===== src/rtl/display_scanner_if.sv =====
// Digit data in, multiplexed anode/segment drive out for the 7-segment scanner.
// The master side supplies digits and enables; the scanner sits on the slave side.
interface display_scanner_if #(
   parameter int NUM_DIGITS = 4
);
   logic [4*NUM_DIGITS-1:0] data;
   logic [NUM_DIGITS-1:0]   digit_en;
   logic [7:0]              an;
   logic [6:0]              seg;
   logic                    frame_tick;

   modport master (output data, digit_en, input an, seg, frame_tick);
   modport slave  (input data, digit_en, output an, seg, frame_tick);
endinterface


===== src/rtl/display_scanner.sv =====
// Time-multiplexed common-anode 7-segment scanner with per-slot blanking
// and frame-level double buffering of digit data and enables.
module display_scanner #(
   parameter int NUM_DIGITS   = 4,
   parameter int REFRESH_DIV  = 100000,
   parameter int BLANK_CYCLES = 1000
) (
   input logic             clk,
   input logic             rst_n,
   display_scanner_if.slave bus
);
   localparam int CNT_W = $clog2(REFRESH_DIV);
   localparam int IDX_W = (NUM_DIGITS > 1) ? $clog2(NUM_DIGITS) : 1;

   logic [CNT_W-1:0]              cnt;
   logic [IDX_W-1:0]              idx;
   logic [4*NUM_DIGITS-1:0]       shadow_data;
   logic [NUM_DIGITS-1:0]         shadow_en;
   logic [NUM_DIGITS-1:0][6:0]    dig_seg;
   logic [7:0]                    an_q, an_nxt;
   logic [6:0]                    seg_q, seg_nxt;
   logic                          tick_q;
   logic                          slot_end, frame_start, blank;

   function automatic logic [6:0] decode(input logic [3:0] h);
      logic [6:0] s;
      case (h)
         4'h0: s = 7'h40;  4'h1: s = 7'h79;  4'h2: s = 7'h24;  4'h3: s = 7'h30;
         4'h4: s = 7'h19;  4'h5: s = 7'h12;  4'h6: s = 7'h02;  4'h7: s = 7'h78;
         4'h8: s = 7'h00;  4'h9: s = 7'h10;  4'hA: s = 7'h08;  4'hB: s = 7'h03;
         4'hC: s = 7'h46;  4'hD: s = 7'h21;  4'hE: s = 7'h06;  default: s = 7'h0E;
      endcase
      return s;
   endfunction

   assign slot_end    = (cnt == CNT_W'(REFRESH_DIV - 1));
   assign frame_start = (cnt == '0) && (idx == '0);
   assign blank       = (cnt < CNT_W'(BLANK_CYCLES));

   always_ff @(posedge clk or negedge rst_n) begin
      if (!rst_n) begin
         cnt <= '0;
         idx <= '0;
      end else if (slot_end) begin
         cnt <= '0;
         idx <= (idx == IDX_W'(NUM_DIGITS - 1)) ? '0 : idx + 1'b1;
      end else begin
         cnt <= cnt + 1'b1;
      end
   end

   // Shadow copy is only refreshed at the top of a frame so a frame never mixes old/new digits.
   always_ff @(posedge clk or negedge rst_n) begin
      if (!rst_n) begin
         shadow_data <= '0;
         shadow_en   <= '0;
      end else if (frame_start) begin
         shadow_data <= bus.data;
         shadow_en   <= bus.digit_en;
      end
   end

   for (genvar g = 0; g < NUM_DIGITS; g++) begin : g_dig
      assign dig_seg[g] = decode(shadow_data[4*g +: 4]);
   end

   // Blanking at slot start guarantees the old anode is off before the new one turns on.
   always_comb begin
      an_nxt  = 8'hFF;
      seg_nxt = 7'h7F;
      if (!blank && shadow_en[idx]) begin
         an_nxt  = ~(8'd1 << idx);
         seg_nxt = dig_seg[idx];
      end
   end

   always_ff @(posedge clk or negedge rst_n) begin
      if (!rst_n) begin
         an_q   <= 8'hFF;
         seg_q  <= 7'h7F;
         tick_q <= 1'b0;
      end else begin
         an_q   <= an_nxt;
         seg_q  <= seg_nxt;
         tick_q <= frame_start;
      end
   end

   assign bus.an         = an_q;
   assign bus.seg        = seg_q;
   assign bus.frame_tick = tick_q;
endmodule

===== src/flat_wrapper.sv =====
// flat-port wrapper written by rule: the top's interface ports become plain ports
module display_scanner_flat 
#(
   parameter int NUM_DIGITS   = 4,
   parameter int REFRESH_DIV  = 100000,
   parameter int BLANK_CYCLES = 1000
)
  (clk, rst_n, bus_data, bus_digit_en, bus_an, bus_seg, bus_frame_tick);
  display_scanner_if #(.NUM_DIGITS(NUM_DIGITS)) bus_i ();
  input logic clk;
  input logic rst_n;
  input wire logic [$bits(bus_i.data)-1:0] bus_data;
  input wire logic [$bits(bus_i.digit_en)-1:0] bus_digit_en;
  output wire logic [$bits(bus_i.an)-1:0] bus_an;
  output wire logic [$bits(bus_i.seg)-1:0] bus_seg;
  output wire logic [$bits(bus_i.frame_tick)-1:0] bus_frame_tick;
  assign bus_i.data = bus_data;
  assign bus_i.digit_en = bus_digit_en;
  assign bus_an = bus_i.an;
  assign bus_seg = bus_i.seg;
  assign bus_frame_tick = bus_i.frame_tick;
  display_scanner #(.NUM_DIGITS(NUM_DIGITS), .REFRESH_DIV(REFRESH_DIV), .BLANK_CYCLES(BLANK_CYCLES)) u_core (.clk(clk), .rst_n(rst_n), .bus(bus_i));
endmodule

===== config.mk =====
export PLATFORM = sky130hd
export DESIGN_NAME = display_scanner_flat
export DESIGN_NICKNAME = d
export VERILOG_FILES = /design/src/rtl/display_scanner_if.sv /design/src/rtl/display_scanner.sv /design/src/flat_wrapper.sv
export SDC_FILE = /design/constraint.sdc
export NUM_CORES = 1
export LEC_CHECK = 0
export ABC_AREA = 1
export CORE_ASPECT_RATIO = 0.6
export CORE_MARGIN = 2
export CORE_UTILIZATION = 40
export DETAILED_ROUTE_END_ITERATION = 8
export PLACE_DENSITY = 0.65
export RECOVER_POWER = 50
export SLEW_MARGIN = 20
export SYNTH_ARGS = -nofsm -noshare
export SYNTH_HDL_FRONTEND = slang
export SYNTH_SLANG_ARGS = --single-unit

===== constraint.sdc =====
create_clock -name clk -period 1.6 [get_ports clk]
set_clock_uncertainty 0.15 [all_clocks]
set_input_delay 0.32 -clock clk [delete_from_list [all_inputs] [get_ports clk]]
set_output_delay 0.32 -clock clk [all_outputs]
set_load 0.01 [all_outputs]

Yosys cells after proc, flatten, opt, wreduce, memory -nomap -nowiden --
Memory sizes are Yosys's and may differ from the RTL's. Cells that the tools add are included.
Storage, ports and cells: register bits 55, latch bits 0, RAM bits 0, bits in read-only memories 448, word-level logic and storage cells 32, memories 4
Memory list:
- (name not given) | words 16, bits a word 7, rd ports 1, clocked after memory_dff 0, write ports 0, line display_scanner.sv:27 | case (h)
- (name not given) | words 16, bits a word 7, rd ports 1, clocked after memory_dff 0, write ports 0, line display_scanner.sv:27
- (name not given) | words 16, bits a word 7, rd ports 1, clocked after memory_dff 0, write ports 0, line display_scanner.sv:27
- (name not given) | words 16, bits a word 7, rd ports 1, clocked after memory_dff 0, write ports 0, line display_scanner.sv:27
Operators by class: $add $sub $neg 2, $mul 0, divide/modulo/power cells 0, magnitude comparators 2, equality and inequality tests 2, shift operators 1, multiplexer cells 8, bitwise operators 1, reduce and logical (&&, ||, !) cells 5
Operators by type and width (number):
- $add A17 B1 Y17 const B | 1
- $eq A17 B17 Y1 const B | 1
- $logic_not A17 Y1 | 1
- $lt A17 B10 Y1 const B | 1
- $mux W17 | 1
- $bmux W7 S2 | 1
- $mux W7 | 2
- $mux W8 | 1
- $not A8 Y8 | 1
- $shl A1 B2 Y8 const A | 1
- $lt A2 B3 Y1 const B | 1
- $add A2 B1 Y2 const B | 1
- $bmux W1 S2 | 1
- $eq A2 B2 Y1 const B | 1
- $logic_and A1 B1 Y1 | 2
- $logic_not A2 Y1 | 1
- $mux W2 | 1
- $logic_not A1 Y1 | 1
- $mux W1 | 1

Depth between registers and ports, before layout --
Gate-level depths: netlist of run 1.
depth after elaboration 4, depth in mapped cells 11

Worst setup path after synthesis of run 1 --
No wires, ideal clock.
kind register to register, start register u_core.idx[0], end register u_core.shadow_data[12], library setup time 0.116 ns, data arrival time 1.450 ns, slack -0.116 ns, cell stages (with the launch flop) 10, path buffers 2, period minus slack after synthesis 1.716 ns, path through dfrtp_1 -> inv_1 -> buf_2 -> ha_1 -> nand3b_1 -> nor2_1 -> nand3_2 -> buf_2 -> nand2_1 -> nand2_1
Between the ends: word-level cells in the longest chain between the ends 2
RTL lines:
- start, declared | line display_scanner.sv:16 | logic [IDX_W-1:0] idx;
- start signal, assigned | line display_scanner.sv:46 | idx <= (idx == IDX_W'(NUM_DIGITS - 1)) ? '0 : idx + 1'b1;
- $logic_not A2 Y1 | line display_scanner.sv:37 | assign frame_start = (cnt == '0) && (idx == '0);
- $logic_and A1 B1 Y1 | line display_scanner.sv:37
- end signal, assigned | line display_scanner.sv:58 | shadow_data <= bus.data;
- end, declared | line display_scanner.sv:17 | logic [4*NUM_DIGITS-1:0] shadow_data;
No other way between the ends. A chain may end at the register's enable or synchronous reset.

Final worst setup path of run 1 --
start register u_core.cnt[0], end register u_core.shadow_data[3]
Between the ends: word-level cells in the longest chain between the ends 2
RTL lines:
- start, declared | line display_scanner.sv:15 | logic [CNT_W-1:0] cnt;
- start signal, assigned | line display_scanner.sv:48 | cnt <= cnt + 1'b1;
- $logic_not A17 Y1 | line display_scanner.sv:37
- $logic_and A1 B1 Y1 | line display_scanner.sv:37
No other way between the ends.

==> results_dict.tcl, run 1 <==
set metrics [dict create \
    status "complete, no violations" \
    fin_util 0.524 \
    ys_warn_count 0 \
    synth_seq_cells 51 \
    ys_types 30 \
    worstSkewPairLatency_ns 0.30 \
    synth_adder_area_share 0.118 \
    p_comb_frac 0.126 \
    final.setup.tns_ns 0 \
    pwr-share-seq 0.476 \
    finalHoldViolations 0 \
    cts-root-buf "clkbuf_16" \
    synth_compound_area_frac 0.0498 \
    routed_wl_mm 8.95 \
    layout-drive-gt1-share 0.200 \
    drv_cap 0 \
    grt_util_met3 0.0393 \
    synth_top_family_by_area "simple AND/OR/NAND/NOR gates" \
    pwr-share-clk 0.399 \
    grt_util_met2 0.251 \
    power.total_mw 2.84 \
    vias 3258 \
    die_y_um 77.4 \
    gp_congestion 0.931 \
    grt_setup_unrepaired "yes" \
    fin_area_um2 4520 \
    first_iter_violations 212 \
    area_delta_synth_final_pct 25.7 \
    antenna_found_initial 0 \
    numCtsBuffers 5 \
    path_cells "inv_1, ha_1, nand3_1, nor2_2, nand3_4, inv_8, clkbuf_16, nand2_1, nand2_1" \
    htreeDepth 2 \
    switching_share 0.263 \
    drt.antenna.violating_nets 0 \
    syn_area_um2 3590 \
    p_int_mw 2.09 \
    drcViolationCount 0 \
    powerDensity_nw_per_um2 628 \
    ys_seq_area_frac 0.359 \
    cp-end-kind "flip-flop" \
    arrival_ns 1.68 \
    busiest_layer "met1" \
    p_leak_nw 2.28 \
    dp_hpwl_mm 6.52 \
    slew_violations 0 \
    crit_path_frequent_cell "nand2_1" \
    period_minus_slack_ns 1.59 \
    min_period_over_period 0.994 \
    start_util 0.417 \
    io-pin-count 38 \
    routedWlPerCell_um 13.4 \
    port_buffers 33 \
    nets 611 \
    place_area_um2 4180 \
    slowest_stage "dfrtp_1" \
    clock-sinks 51 \
    clk_pin_slew_ns 0.07 \
    avgSynthCellArea_um2 7.20 \
    cp.required_ns 1.69 \
    grt_pass1_vias 2862 \
    fmax_mhz 629 \
    die_area_um2 9780 \
    critical_path_class "flip-flop to flip-flop" \
    drtPass1Iterations 5 \
    fillers 846 \
    antennaDiodeCount 0 \
    ir_drop_v 0.000449 \
    grt_max_degree 28 \
    cpPeakStageDelay_ns 0.43 \
    postSynthCellCount 499 \
    avgViaCountPerCell 4.88 \
    p_sw_mw 0.746 \
    grt_usage 0.184 \
    rows 26 \
    hp-class "input port to async pin" \
    die_w_um 126 \
    grt_pass1_wl_mm 14.4 \
    synth_xor_area_frac 0.0195 \
    ctsLongestPathBuffers 2 \
    met1_usage 0.293 \
    synth-simple-area-share 0.356 \
    synth_mux_area_frac 0 \
    setup_viol 0 \
    gr-total-overflow 0 \
    tritoncts "yes" \
    crit_path_start_kind "flip-flop" \
    core_um2 8620 \
    cp_max_fo 4 \
]
-- Yosys cell counts --
cell type / number / area, um^2
inv_2: 5 / 18.8
nand2_4: 1 / 11.3
nor2_2: 5 / 31.3
nand3_2: 1 / 10.0
ha_1: 34 / 425
dfstp_2: 11 / 289
nor2_4: 3 / 33.8
nand3b_1: 2 / 15.0
buf_6: 2 / 22.5
a21oi_1: 16 / 80.1
nor2_1: 33 / 124
o211ai_1: 2 / 15.0
nand3_1: 59 / 295
nor2_8: 1 / 20.0
xnor2_1: 1 / 8.76
inv_1: 46 / 173
buf_4: 8 / 60.1
clkinv_1: 2 / 7.51
or2_2: 2 / 12.5
buf_2: 13 / 65.1
nand2_2: 2 / 12.5
nand2_1: 179 / 672
o21ai_1: 1 / 5.00
a31o_2: 1 / 8.76
xor2_1: 7 / 61.3
nand4_1: 5 / 31.3
dfrtp_1: 40 / 1000
o21ai_0: 14 / 70.1
nor3_1: 2 / 10.0
conb_1: 1 / 3.75
-- worst max-delay path: cells and delay by family, from the launching register on --
| kind | cells | cell delay [ns] |
|---|---|---|
| adders and majority gates | 1 | 0.14 |
| buffers and inverters | 3 | 0.36 |
| DFF | 1 | 0.43 |
| and+or+nand+nor | 5 | 0.46 |
-- per-layer routing --
layer	routed length [um]	share of wire
met1	4820	0.54
met2	3560	0.40
met3	497	0.056
met4	72	0.0080
met5	0	0
-- worst paths after layout --
check	start	slack (ns)	depth (start not counted)	endpoint
worst max register to register	u_core.cnt[0]	0.01	9	u_core.shadow_data[3]
worst min register to register	u_core.shadow_en[1]	0.33	2	u_core.shadow_en[1]
min in group clk	u_core.shadow_en[1]	0.33	2	u_core.shadow_en[1]
worst min-delay path	rst_n	0.28	2	u_core.cnt[7]
worst max-delay path	u_core.cnt[0]	0.01	9	u_core.shadow_data[3]
max in group asynchronous	rst_n	0.25	3	u_core.bus.seg[4]
-- registers in the layout, summed over array words and instances (netlist names) --
| register | cells |
|---|---|
| u_core.cnt | 17 |
| u_core.bus.seg | 7 |
| u_core.bus.frame_tick | 1 |
| u_core.idx | 2 |
| u_core.bus.an | 4 |
| u_core.shadow_data | 16 |
| u_core.shadow_en | 4 |
-- cells in the final DEF (no fill, tap or decap), types with 4 or more instances in the layout --
cell	netlist	routed
xor2_1	7	7
nand3_1	59	58
ha_1	34	30
nand2_1	179	164
dfstp_2	11	11
clkdlybuf4s50_1	0	20
o21ai_0	14	12
conb_1	1	4
inv_1	46	38
clkbuf_16	0	7
nand2_2	2	15
nor2_4	3	5
a21oi_1	16	15
dfrtp_2	0	4
dlygate4sd2_1	0	12
nor2_2	5	5
inv_2	5	10
buf_4	8	27
nand4_1	5	5
dfrtp_1	40	36
nor2_1	33	31
-- cells by family after synthesis --
family / after synthesis
buffers and inverters: 76
xor gates and xnor gates: 8
AOI/OAI and AO/OA: 34
adders and majority gates: 34
other: 1
and+or+nand+nor: 295
DFF: 51
-- final cells by class --
class	instances	area, um^2	area share
Clock inverter	2	16.3	0.00360
Sequential cell	51	1290	0.287
Multi-Input combinational cell	375	2070	0.458
Inverter	53	211	0.0468
Clock buffer	6	139	0.0307
Tap cell	112	140	0.0310
Timing Repair Buffer	69	648	0.143
-- per-stage QoR --
step | setup WS, ns | hold WS, ns | std cells
after global placement | 0.0535 | 0.0816 | 651
after global routing | -0.0800 | 0.315 | 668
after floorplan | -0.0171 | -0.126 | 502
after detailed placement | -0.0118 | 0.0865 | 651
after CTS | 0.0234 | 0.302 | 662
final | 0.0102 | 0.284 | 668
-- power by group through the flow --
stage               clock network [mW]  logic [mW]  registers (mW)
floorplan                            0       0.212            1.36
global placement                     0       0.341            1.37
detailed placement                   0       0.347            1.37
CTS                               1.16       0.353            1.35
global route                      1.22       0.406            1.36
finish                            1.13       0.357            1.35
-- repair_timing --
action,CTS,global route
hold buffers,1,0
setup buffers,2,4
resized for setup,16,43
endpoints found under the setup margin,23,40
hold endpoints to repair,9,0
pin swaps,1,11
cloned,0,2
No activity file was read; power rests on OpenSTA's default activity.
==> run 2, diff against run 1 <==
CAP_MARGIN = 25   (was default)
PLACE_DENSITY = 0.63   (was 0.65)
clock period = 2.05 ns   (was 1.6 ns; I/O delays follow)
==> run 2 against run 1 <==
Compared with the run above: final cell count shrank 4.3%; sequential power down 21%; non-clock buffer count decreased by 29; combinational power fell by 32%; setup slack better by 0.12 ns; wire length down 7.6%; total power decreased by 20%; die area unchanged; utilization is 4.4 points lower; worst hold slack gained 0.047 ns; sequential share of layout area is 2.5 points higher; cell area is 8.3% lower.
==> results_dict.tcl, run 2 (synthesized netlist as in run 1, its figures left out) <==
set metrics [dict create \
    status "complete, no violations" \
    cts-root-buf "clkbuf_16" \
    period_minus_slack_ns 1.92 \
    clock-sinks 51 \
    antennaDiodeCount 0 \
    largest_reg_flops 17 \
    layout-drive-gt1-share 0.0835 \
    postCtsSetupRepairBufs 0 \
    grt_setup_unrepaired "no" \
    setup_viol 0 \
    arrival_ns 1.36 \
    die_area_um2 9780 \
    antenna_found_initial 0 \
    powerDensity_nw_per_um2 548 \
    tritoncts "yes" \
    numCtsBuffers 5 \
    pre_cts_ws_ns 0.366 \
    htreeDepth 2 \
    dp_hpwl_mm 6.24 \
    p_leak_nw 2.12 \
    path_cells "clkdlybuf4s50_1" \
    critical_path_class "flip-flop to output port" \
    finalHoldViolations 0 \
    gp_congestion 0.885 \
    grt_max_degree 32 \
    timing.hold.ws_ns 0.331 \
    cp.required_ns 1.49 \
    io-pin-count 38 \
    drtPass1Iterations 5 \
    fmax_mhz 520 \
    cts_resized 0 \
    ctsLongestPathBuffers 2 \
    final.setup.tns_ns 0 \
    path_buf_inv 1 \
    slew_violations 0 \
    cpPeakStageDelay_ns 0.54 \
    avgViaCountPerCell 4.84 \
    port_buffers 33 \
    final_cell_mix "nand2_1 (181), nand3_1 (59), inv_1 (46)" \
    rows 26 \
    cp-end-kind "output port" \
    grt_usage 0.180 \
    place_area_um2 3980 \
    drv_cap 0 \
    die_y_um 77.4 \
    routed_wl_mm 8.27 \
    start_util 0.417 \
    hp-class "flip-flop to flip-flop" \
    core_um2 8620 \
    drcViolationCount 0 \
    fin_ws_ns 0.125 \
    routedWlPerCell_um 12.9 \
    vias 3093 \
    die_w_um 126 \
    ir_drop_v 0.000246 \
    clk_pin_slew_ns 0.07 \
    crit_path_start_kind "flip-flop" \
    worstSkewPairLatency_ns 0.29 \
    regMostFlops "u_core.cnt" \
    grt_pass1_wl_mm 14.1 \
    slowest_stage "dfstp_2" \
    final_common_cell "nand2_1" \
    grt_pass1_vias 2741 \
    gr-total-overflow 0 \
    area_delta_synth_final_pct 15.3 \
    first_iter_violations 269 \
    fin_util 0.480 \
    cp_max_fo 1 \
    nets 582 \
    cp_top_family "flip-flops" \
    fillers 836 \
    min_period_over_period 0.939 \
    fin_area_um2 4140 \
    drt.antenna.violating_nets 0 \
]
==> run 2: path summary, 6_finish.rpt <==
kind / startpoint / end / slack [ns] / cells after the start
min reg2reg: u_core.shadow_en[3] / u_core.shadow_en[3] / 0.33 / 2
min in group asynchronous: rst_n / u_core.shadow_data[3] / 0.47 / 2
max reg2reg: u_core.cnt[0] / u_core.cnt[16] / 0.27 / 8
max: u_core.bus.seg[5] / bus_seg[5] / 0.13 / 1
min: u_core.shadow_en[3] / u_core.shadow_en[3] / 0.33 / 2
max in group asynchronous: rst_n / u_core.cnt[7] / 0.73 / 3
==> run 2: per-layer routing <==
metal / up-vias / global-route usage / share of wire
li1: 1604 / - / -
met1: 1387 / 0.304 / 0.56
met2: 95 / 0.228 / 0.37
met3: 7 / 0.0372 / 0.065
met4: 0 / 0.0297 / 0.0074
met5: - / 0 / 0
==> run 2: through the flow <==
stage	total power, mW	cells
3_5_place_dp	1.32	630
6_report	2.27	639
5_1_grt	2.39	639
4_1_cts	2.30	639
3_3_place_gp	1.32	630
2_1_floorplan	1.22	502
==> run 2: layout make-up <==
class / instances / area, um^2 / share of cell area
Clock buffer: 5 / 125 / 0.0302
Clock inverter: 3 / 43.8 / 0.0106
Sequential cell: 51 / 1290 / 0.311
Tap cell: 112 / 140 / 0.0338
Multi-Input combinational cell: 375 / 1950 / 0.471
Timing Repair Buffer: 40 / 393 / 0.0949
Inverter: 53 / 199 / 0.0480
==> run 2: worst min-delay path: stages (launching register included) <==
cell and delay (ns):
dfrtp_1 0.34, nand2_1 0.05, nand2_1 0.06
==> run 2: where the power goes <==
group          switching [mW]  internal (mW)  total (mW)
sequential             0.0371           1.03        1.06
clock                   0.386          0.576       0.962
combinational           0.138          0.104       0.242
==> run 2: what timing repair did <==
action	CTS	global route
hold endpoints to repair	9	0
setup endpoints to repair	0	0
hold buffers	1	0
==> edit (config.mk and constraints of run 2) <==
`REFRESH_DIV` is set to 100000 in 2 places; all go to 200000.
--- a/src/rtl/display_scanner.sv
+++ b/src/rtl/display_scanner.sv
@@ -3,5 +3,5 @@
 module display_scanner #(
    parameter int NUM_DIGITS   = 4,
-   parameter int REFRESH_DIV  = 100000,
+   parameter int REFRESH_DIV  = 200000,
    parameter int BLANK_CYCLES = 1000
 ) (
--- a/src/flat_wrapper.sv
+++ b/src/flat_wrapper.sv
@@ -3,5 +3,5 @@
 #(
    parameter int NUM_DIGITS   = 4,
-   parameter int REFRESH_DIV  = 100000,
+   parameter int REFRESH_DIV  = 200000,
    parameter int BLANK_CYCLES = 1000
 )
Behaviour: same outputs for any inputs over 10 cycles, from zero or initial values and one cycle with rst_n low; that may be too few to reach the edited logic, so the function may still have changed.
==> edit against run 2 <==
Sequential cell count grew 1; power grew 0.63%; final area grew 2.7%; worst setup slack gained 26 ps; utilization shrank 1.1 points; synthesized area grew 2.5%; routed wire length grew 6.8%; largest cell class unchanged; highest routed layer unchanged.
==> edit: results (changes against run 2) <==
yosys:
  synthAdderAreaFrac_pct: 11.5  # -0.29 points
  synth-compound-area-share_pct: 4.31  # -0.67 points
  synthXorXnorAreaFrac_pct: 1.90  # -0.048 points
  synth.area.top_cells: "dfrtp_1 28%, nand2_1 18%, ha_1 12%, nand3_1 11%, dfstp_2 7.8%"
  yosys-top-cells-count: "176 x nand2_1, 79 x nand3_1, 51 x nor2_1"
  syn_area_per_cell_um2: 7.00  # -2.8%
  synthDistinctLibCells: 27  # -10%
  yosysSeqAreaShare_pct: 35.7  # -0.20 points
global_route:
  grt_pass1_vias: 2902  # +5.9%
  grtUsageTotal_pct: 18.6  # +0.59 points
  grt_first_pass_wirelength_mm: 14.5  # +3.0%
  grt_max_degree: 53  # +66%
place:
  port_buffers: 33  # unchanged
  place.gp.congestion: 0.919  # +3.8%
  dpl.hpwl_mm: 6.64  # +6.5%
  dp_slack_ps: 284  # -82.4 ps
worst_hold_path:
  whs_path_depth: 2  # unchanged
  hold_start: "u_core.shadow_en[0]"
  hold_end: "u_core.shadow_en[0]"
worst_setup_path:
  timing.rr.end: "u_core.idx[1]"
  arrival_ps: 1340  # -20 ps
  r2r_setup_slack_ps: 290  # +20 ps
  startpoint_type: "flip-flop"
  cpPeakStageDelay_ps: 520  # -20 ps
  ff2ff_path_depth: 7  # -1
cells_and_area:
  final_layout_size_suffix_gt1_share_pct: 7.91  # -0.44 points
  regMostFlops: "u_core.cnt"
  largest_reg_flops: 18  # +1
  fin_nets: 611  # +5.0%
routing:
  drtIter0Drc: 312  # +16%
  wl_mm: 8.83  # +6.8%
  via_per_inst: 4.93  # +1.9%
clock_tree:
  cts_buffer_depth: 2  # unchanged
  post_cts_resized: 0  # unchanged
  path_clk_slew_ps: 70  # about the same
pwr:
  ir_drop_mv: 0.286  # +16%
  switching_share_pct: 24.5  # -0.20 points
  p_leak_nw: 2.17  # +2.3%
outcome:
  status: "finished, final reports clean"
-- edit: cell types whose count changed after synthesis, sizes merged, moves of 2 or more --
cell / run 2 / this run
clkbuf: 0 / 3
nand4: 5 / 3
nor2: 42 / 58
inv: 51 / 53
buf: 23 / 21
a21oi: 16 / 11
nand3: 60 / 81
or2: 2 / 0
o21ai: 15 / 17
clkinv: 2 / 0
nand2: 182 / 180
nand3b: 2 / 0
-- edit: layout make-up --
| class | instances | area [µm²] |
|---|---|---|
| clock buffer | 6 | 129 |
| multi-input combinational | 400 | 2030 |
| clock inverter | 2 | 35.0 |
| tap | 116 | 145 |
| inverter | 53 | 199 |
| fill | 953 | 4800 |
| sequential | 52 | 1320 |
| timing repair buffer | 43 | 403 |
-- edit: through the flow --
stage / hold slack (ps) / instances / cell area, µm² / power [mW]
global route: 347 / 672 / 4250 / 2.39
CTS: 332 / 672 / 4270 / 2.32
finish: 332 / 672 / 4250 / 2.28
global placement: 274 / 663 / 4100 / 1.34
detailed placement: 279 / 663 / 4100 / 1.35
floorplan: -35.6 / 529 / 3690 / 1.24
-- edit: metal layers --
metal	vias to the layer above	part of all wire (%)	global-route usage, %
li1	1693	-	-
met1	1506	53	28.6
met3	5	7.7	5.45
met4	0	0.85	3.96
met2	110	39	25.1
met5	-	0	0
-- edit: worst max path at each step --
stage | start | end | slack [ps] | cells past startpoint
after floorplan | u_core.idx[0] | u_core.shadow_data[8] | 320 | 9
after global placement | u_core.cnt[12] | u_core.bus.seg[5] | 340 | 8
after detailed placement | u_core.cnt[0] | u_core.idx[1] | 280 | 7
after CTS | u_core.bus.seg[5] | bus_seg[5] | 130 | 1
after global routing | u_core.cnt[0] | u_core.idx[1] | 70 | 7
final | u_core.bus.seg[5] | bus_seg[5] | 150 | 1
